$ cat src/rtl/int_ctrl_pkg.sv
// Shared constants and types for the programmable interrupt controller:
// register window offsets, FSM states and CUR register layout.
package int_ctrl_pkg;

   localparam logic [2:0] OFF_PEND  = 3'd0;
   localparam logic [2:0] OFF_MASK  = 3'd1;
   localparam logic [2:0] OFF_MODE  = 3'd2;
   localparam logic [2:0] OFF_CUR   = 3'd3;
   localparam logic [2:0] OFF_CLAIM = 3'd4;
   localparam logic [2:0] OFF_EOI   = 3'd5;

   localparam int CUR_VALID_BIT = 31;

   typedef enum logic [1:0] {
      IDLE,
      REQ,
      SERVICE
   } state_t;

endpackage

$ cat src/rtl/int_ctrl_if.sv
// Processor bus seen by the interrupt controller: the CPU drives address,
// write data and strobe, the controller returns combinational read data.
interface int_ctrl_if;

   logic [31:0] PrAddr;
   logic [31:0] PrWD;
   logic        we;
   logic [31:0] PrRD;

   modport master (
      output PrAddr,
      output PrWD,
      output we,
      input  PrRD
   );

   modport slave (
      input  PrAddr,
      input  PrWD,
      input  we,
      output PrRD
   );

endinterface

$ cat src/rtl/int_ctrl_prio_enc.sv
// Fixed-priority encoder: reports whether any request is active and the
// index of the lowest-numbered active request.
module int_prio_enc #(
   parameter int N = 8
) (
   input  logic [N-1:0] act,
   output logic         any,
   output logic [4:0]   id
);

   // Scanning from the top down lets the lowest set index overwrite the rest.
   always_comb begin
      any = 1'b0;
      id  = 5'd0;
      for (int i = N - 1; i >= 0; i--) begin
         if (act[i]) begin
            any = 1'b1;
            id  = 5'(i);
         end
      end
   end

endmodule

$ cat src/rtl/int_ctrl.sv
// Interrupt controller top: latches source requests, applies mask and
// edge/level mode, and runs the claim / end-of-interrupt handshake.
module int_ctrl
   import int_ctrl_pkg::*;
#(
   parameter int          NSRC      = 8,
   parameter logic [31:0] BASE_ADDR = 32'h0000_7F20,
   parameter int          INT_LINE  = 0
) (
   input  logic            clk,
   input  logic            rst,
   input  logic [NSRC-1:0] irq_src,
   int_ctrl_if.slave       bus,
   output logic [5:0]      HWInt
);

   logic [NSRC-1:0] r_pend;
   logic [NSRC-1:0] r_mask;
   logic [NSRC-1:0] r_mode;
   logic [NSRC-1:0] r_irqPrev;
   logic            r_curValid;
   logic [4:0]      r_curId;
   logic [5:0]      r_hwInt;
   state_t          r_state;
   state_t          w_stateNext;

   logic [2:0]      w_off;
   logic            w_hit;
   logic            w_wrPend;
   logic            w_wrMask;
   logic            w_wrMode;
   logic            w_claim;
   logic            w_eoi;
   logic            w_claimOk;
   logic [NSRC-1:0] w_wd;
   logic [NSRC-1:0] w_act;
   logic            w_any;
   logic [4:0]      w_id;
   logic [NSRC-1:0] w_edgeSet;
   logic [NSRC-1:0] w_claimHot;
   logic [NSRC-1:0] w_clr;
   logic [5:0]      w_hwIntNext;
   logic            w_unused;

   assign w_off    = bus.PrAddr[4:2];
   assign w_hit    = (bus.PrAddr[31:5] == BASE_ADDR[31:5]) && (w_off <= OFF_EOI);
   assign w_wrPend = bus.we && w_hit && (w_off == OFF_PEND);
   assign w_wrMask = bus.we && w_hit && (w_off == OFF_MASK);
   assign w_wrMode = bus.we && w_hit && (w_off == OFF_MODE);
   assign w_claim  = bus.we && w_hit && (w_off == OFF_CLAIM);
   assign w_eoi    = bus.we && w_hit && (w_off == OFF_EOI);
   assign w_wd     = bus.PrWD[NSRC-1:0];
   assign w_unused = ^{bus.PrAddr[1:0], bus.PrWD};

   assign w_act     = r_pend & r_mask;
   assign w_claimOk = (r_state == REQ) && w_claim;

   int_prio_enc #(
      .N(NSRC)
   ) u_prio (
      .act(w_act),
      .any(w_any),
      .id (w_id)
   );

   // Edge sources may be cleared by W1C or by claiming them; a fresh edge wins.
   assign w_edgeSet  = irq_src & ~r_irqPrev;
   assign w_claimHot = (w_claimOk && w_any) ? (NSRC'(1) << w_id) : '0;
   assign w_clr      = (w_wrPend ? w_wd : '0) | w_claimHot;

   always_ff @(posedge clk or posedge rst) begin
      if (rst) begin
         r_irqPrev <= '0;
         r_pend    <= '0;
         r_mask    <= '0;
         r_mode    <= '0;
      end else begin
         r_irqPrev <= irq_src;
         r_pend    <= (r_mode & (w_edgeSet | (r_pend & ~w_clr))) | (~r_mode & irq_src);
         if (w_wrMask) r_mask <= w_wd;
         if (w_wrMode) r_mode <= w_wd;
      end
   end

   always_ff @(posedge clk or posedge rst) begin
      if (rst) begin
         r_curValid <= 1'b0;
         r_curId    <= '0;
      end else if (w_claimOk) begin
         r_curValid <= w_any;
         r_curId    <= w_any ? w_id : 5'd0;
      end else if ((r_state == SERVICE) && w_eoi) begin
         r_curValid <= 1'b0;
         r_curId    <= '0;
      end
   end

   always_ff @(posedge clk or posedge rst) begin
      if (rst) r_state <= IDLE;
      else     r_state <= w_stateNext;
   end

   // A claim that finds nothing active falls back to IDLE instead of SERVICE.
   always_comb begin
      w_stateNext = r_state;
      case (r_state)
         IDLE:    if (w_any) w_stateNext = REQ;
         REQ: begin
            if (w_claim)     w_stateNext = w_any ? SERVICE : IDLE;
            else if (!w_any) w_stateNext = IDLE;
         end
         SERVICE: if (w_eoi) w_stateNext = IDLE;
         default: w_stateNext = IDLE;
      endcase
   end

   always_comb begin
      w_hwIntNext           = '0;
      w_hwIntNext[INT_LINE] = (r_state == REQ);
   end

   always_ff @(posedge clk or posedge rst) begin
      if (rst) r_hwInt <= '0;
      else     r_hwInt <= w_hwIntNext;
   end

   assign HWInt = r_hwInt;

   always_comb begin
      bus.PrRD = '0;
      if (w_hit) begin
         case (w_off)
            OFF_PEND: bus.PrRD = 32'(r_pend);
            OFF_MASK: bus.PrRD = 32'(r_mask);
            OFF_MODE: bus.PrRD = 32'(r_mode);
            OFF_CUR: begin
               bus.PrRD[CUR_VALID_BIT] = r_curValid;
               bus.PrRD[4:0]           = r_curId;
            end
            default: bus.PrRD = '0;
         endcase
      end
   end

endmodule

$ cat src/flat_wrapper.sv
// flat-port wrapper written by rule: the top's interface ports become plain ports
module int_ctrl_flat import int_ctrl_pkg::*;
#(
   parameter int          NSRC      = 8,
   parameter logic [31:0] BASE_ADDR = 32'h0000_7F20,
   parameter int          INT_LINE  = 0
)
  (clk, rst, irq_src, HWInt, bus_PrAddr, bus_PrWD, bus_we, bus_PrRD);
  int_ctrl_if bus_i ();
  input  logic clk;
  input  logic rst;
  input  logic [NSRC-1:0] irq_src;
  output logic [5:0] HWInt;
  input wire logic [$bits(bus_i.PrAddr)-1:0] bus_PrAddr;
  input wire logic [$bits(bus_i.PrWD)-1:0] bus_PrWD;
  input wire logic [$bits(bus_i.we)-1:0] bus_we;
  output wire logic [$bits(bus_i.PrRD)-1:0] bus_PrRD;
  assign bus_i.PrAddr = bus_PrAddr;
  assign bus_i.PrWD = bus_PrWD;
  assign bus_i.we = bus_we;
  assign bus_PrRD = bus_i.PrRD;
  int_ctrl #(.NSRC(NSRC), .BASE_ADDR(BASE_ADDR), .INT_LINE(INT_LINE)) u_core (.clk(clk), .rst(rst), .irq_src(irq_src), .bus(bus_i), .HWInt(HWInt));
endmodule
$ cat config.mk
export PLATFORM = sky130hd
export DESIGN_NAME = int_ctrl_flat
export DESIGN_NICKNAME = d
export VERILOG_FILES = /design/src/rtl/int_ctrl_pkg.sv /design/src/rtl/int_ctrl_if.sv /design/src/rtl/int_ctrl_prio_enc.sv /design/src/rtl/int_ctrl.sv /design/src/flat_wrapper.sv
export SDC_FILE = /design/constraint.sdc
export NUM_CORES = 1
export LEC_CHECK = 0
export BUFFER_PORTS_ARGS = -buffer_cell sky130_fd_sc_hd__buf_2
export CORE_UTILIZATION = 42
export DETAILED_ROUTE_END_ITERATION = 10
export PLACE_DENSITY = 0.77
export SKIP_LAST_GASP = 1
export SLEW_MARGIN = 25
export SYNTH_ARGS = -nofsm -noshare
export SYNTH_HDL_FRONTEND = slang
export SYNTH_SLANG_ARGS = --single-unit
$ cat constraint.sdc
create_clock -name clk -period 2.3 [get_ports clk]
set_input_delay 0.345 -clock clk [delete_from_list [all_inputs] [get_ports clk]]
set_output_delay 0.345 -clock clk [all_outputs]
set_load 0.02 [all_outputs]
==> flow_summary.toml <==
[outcome]
status = "complete, no violations"

[final_layout]
diodes = 0
fillCellCount = 493
final_layout_size_suffix_gt1_share_pct = 37.2
final_util_pct = 55.8
area.growth.synth_to_final_pct = 25.0
layout.nets = 383

[power_and_ir_drop]
power_mw = 1.37
power.density_nw_per_um2 = 473
vdd_drop_max_uv = 375
p_leak_nw = 1.44

[sta]
slew_violations = 0
grt_setup_unrepaired = "yes"
skew_ns = 0.00480
hold_violations = 0
final-setup-viol-count = 0
min_period_ns = 2.26
period_share_pct = 98.3
setup_slack_ns = 0.0382
timing.fmax_mhz = 442

[critical_path]
crit_type = "in2out"
r2r_slack_ns = 0.26
arrival_ns = 1.92
cp-end-kind = "output port"
r2r_start = "u_core.r_state[1]"
start_kind = "primary input"
reg2reg_to = "u_core.r_pend[4]"
cp.required_ns = 1.96
critPathMaxFanout = 8
reg2reg_depth = 6

[placed_design]
dp_hpwl_um = 4170
dpl_worst_slack_ns = -0.0288
gp_routability_congestion = 0.873
io_buffer_count = 58

[synth]
synth_edf_count = 0
ys_seq_area_share_pct = 42.0
synth_cell_type_count = 46
synth-warning-count = 0
ys_ff_latch = 39
ys.flop_type = "dfrtp_1"
ys_async_sr_fraction_pct = 100
synthesis.area_sq_um = 2320
syn_inst = 234
synth.avg_cell_area_sq_um = 9.93

[clock_network]
cts_buffers = 5
cts_max_level = 2
cts_tree = "yes"
clk_latency_ns = 0.29
clock-sinks = 39
cts_root_buf = "clkbuf_8"
cts_hold_buf = 0
path_clk_slew_ns = 0.07
cts_buffer_depth = 2

[grt]
gr-total-overflow = 0
grt_use_total_pct = 19.6
grt_pass1_vias = 1869
grt_max_degree = 40
antenna_found_initial = 0
grt_pass1_wl_um = 9010

[route]
drtIter0Drc = 69
first_pass_iters = 6
detail_route.wl_per_cell_um = 14.6
vias = 1978
finalWirelength_um = 5540
vias_per_cell = 5.22
postRouteAntennaNets = 0
drc = 0

[floorplan]
die_w_um = 76.4
die_h_um = 76.4
die_area_sq_um = 5840
start_util_pct = 44.7
rows = 26
core_sq_um = 5200
ios = 113

[flow_run]
drv_cap = 0

[min_path]
hp-class = "in2async"
-- flip-flops by register name (all words and copies together), names as in the netlist --
| name | flops |
|---|---|
| u_core.HWInt | 1 |
| u_core.r_curId | 3 |
| u_core.r_curValid | 1 |
| u_core.r_irqPrev | 8 |
| u_core.r_mask | 8 |
| u_core.r_mode | 8 |
| u_core.r_pend | 8 |
| u_core.r_state | 2 |
-- through the flow --
step | std cells | instance area (sq um) | setup TNS [ns] | hold slack [ns]
after global placement | 370 | 2770 | -0.0426 | 0.469
final | 379 | 2910 | 0 | 0.152
after detailed placement | 370 | 2770 | -0.131 | 0.470
after floorplan | 261 | 2520 | -0.00968 | 0.376
after CTS | 378 | 2870 | 0 | 0.160
after global routing | 379 | 2910 | -0.0371 | 0.157
-- worst max-delay path: stages --
cell and delay, ns:
buf_2 0.10, or4_4 0.55, nor3_4 0.25, nand2_4 0.07
or2_4 0.34, nor2_4 0.10, buf_2 0.16
-- kinds of logic after synthesis --
| family | count (synthesis) | share of synthesized area, % |
|---|---|---|
| and+or+nand+nor | 91 | 22.3 |
| AOI/OAI and AO/OA | 39 | 11.9 |
| DFF | 39 | 42.0 |
| buffers and inverters | 37 | 10.5 |
| muxes | 27 | 13.1 |
| other | 1 | 0.161 |
-- per-layer routing --
layer	up-vias	share of wire [%]	GRT usage [%]
met3	6	7.4	5.87
met2	89	47	30.1
li1	938	-	-
met1	945	45	26.0
met5	-	0	0
met4	0	1.2	7.31
-- power breakdown --
part	switching [mW]	total [mW]	internal [mW]
Combinational	0.103	0.159	0.0558
Clock	0.232	0.505	0.274
Sequential	0.0110	0.711	0.700
-- Yosys cell counts (all sizes together) (2+ instances only) --
cell	count	area, sq um
nand4bb	2	22.5
a21oi	10	50.1
a32o	3	30.0
dfrtp	39	976
o21ai	3	15.0
a22o	4	35.0
mux2	17	191
inv	3	11.3
nor2	20	75.1
nand2	28	113
or2	2	12.5
a21o	2	15.0
or4	3	22.5
nand4	5	31.3
o22a	2	17.5
a31oi	3	18.8
nor2b	3	18.8
and2	2	12.5
nor3b	2	15.0
clkbuf	6	22.5
buf	28	210
mux2i	9	90.1
nor3	5	52.6
and3	4	25.0
nand2b	3	18.8
nand3	6	30.0
a22oi	5	37.5
-- what timing repair did --
item                       4_1_cts  5_1_grt
hold endpoints to repair         0        0
setup endpoints to repair        0        8
resized for setup                0        8
buffers inserted                 0        1
-- worst max path at each step --
stage                    from               end  depth (start not counted)
3_5_place_dp   bus_PrAddr[27]  u_core.r_mask[0]                          8
2_1_floorplan  bus_PrAddr[27]       bus_PrRD[0]                          6
6_report       bus_PrAddr[17]       bus_PrRD[7]                          7
3_3_place_gp   bus_PrAddr[27]  u_core.r_mask[0]                          8
5_1_grt        bus_PrAddr[17]       bus_PrRD[7]                          7
4_1_cts        bus_PrAddr[27]       bus_PrRD[3]                          7
-- cell type report --
| cell class | instances | area, sq um | area share, % |
|---|---|---|---|
| Clock buffer | 8 | 100 | 3.44 |
| Tap cell | 70 | 87.6 | 3.01 |
| Sequential cell | 39 | 976 | 33.6 |
| Inverter | 3 | 11.3 | 0.387 |
| Timing Repair Buffer | 74 | 445 | 15.3 |
| Multi-Input combinational cell | 185 | 1290 | 44.3 |
-- cell usage in the layout (no fill, tap or decap), types with 2 or more instances in the layout --
cell type / synthesis / routed
a21oi_1: 10 / 10
a22o_1: 4 / 4
inv_1: 3 / 3
nand4_1: 5 / 5
mux2_2: 13 / 13
nand2b_1: 3 / 3
and3_1: 4 / 4
mux2i_1: 9 / 9
a31oi_1: 3 / 3
a22oi_1: 5 / 5
conb_1: 1 / 28
clkbuf_8: 0 / 7
o21ai_0: 3 / 3
nor3b_1: 2 / 2
nor2b_1: 3 / 3
buf_4: 28 / 19
a32o_1: 3 / 3
nor2_1: 20 / 12
nor2_4: 0 / 8
nor3_1: 2 / 2
or4_4: 0 / 3
and2_1: 2 / 2
mux2_1: 4 / 4
nand4bb_1: 2 / 2
nor3_4: 2 / 3
buf_2: 0 / 52
dfrtp_1: 39 / 39
buf_6: 0 / 2
nand2_1: 27 / 27
a21o_1: 2 / 2
nand3_1: 6 / 6
o22a_1: 2 / 2
Note: power is estimated with default switching activity, not from simulation.
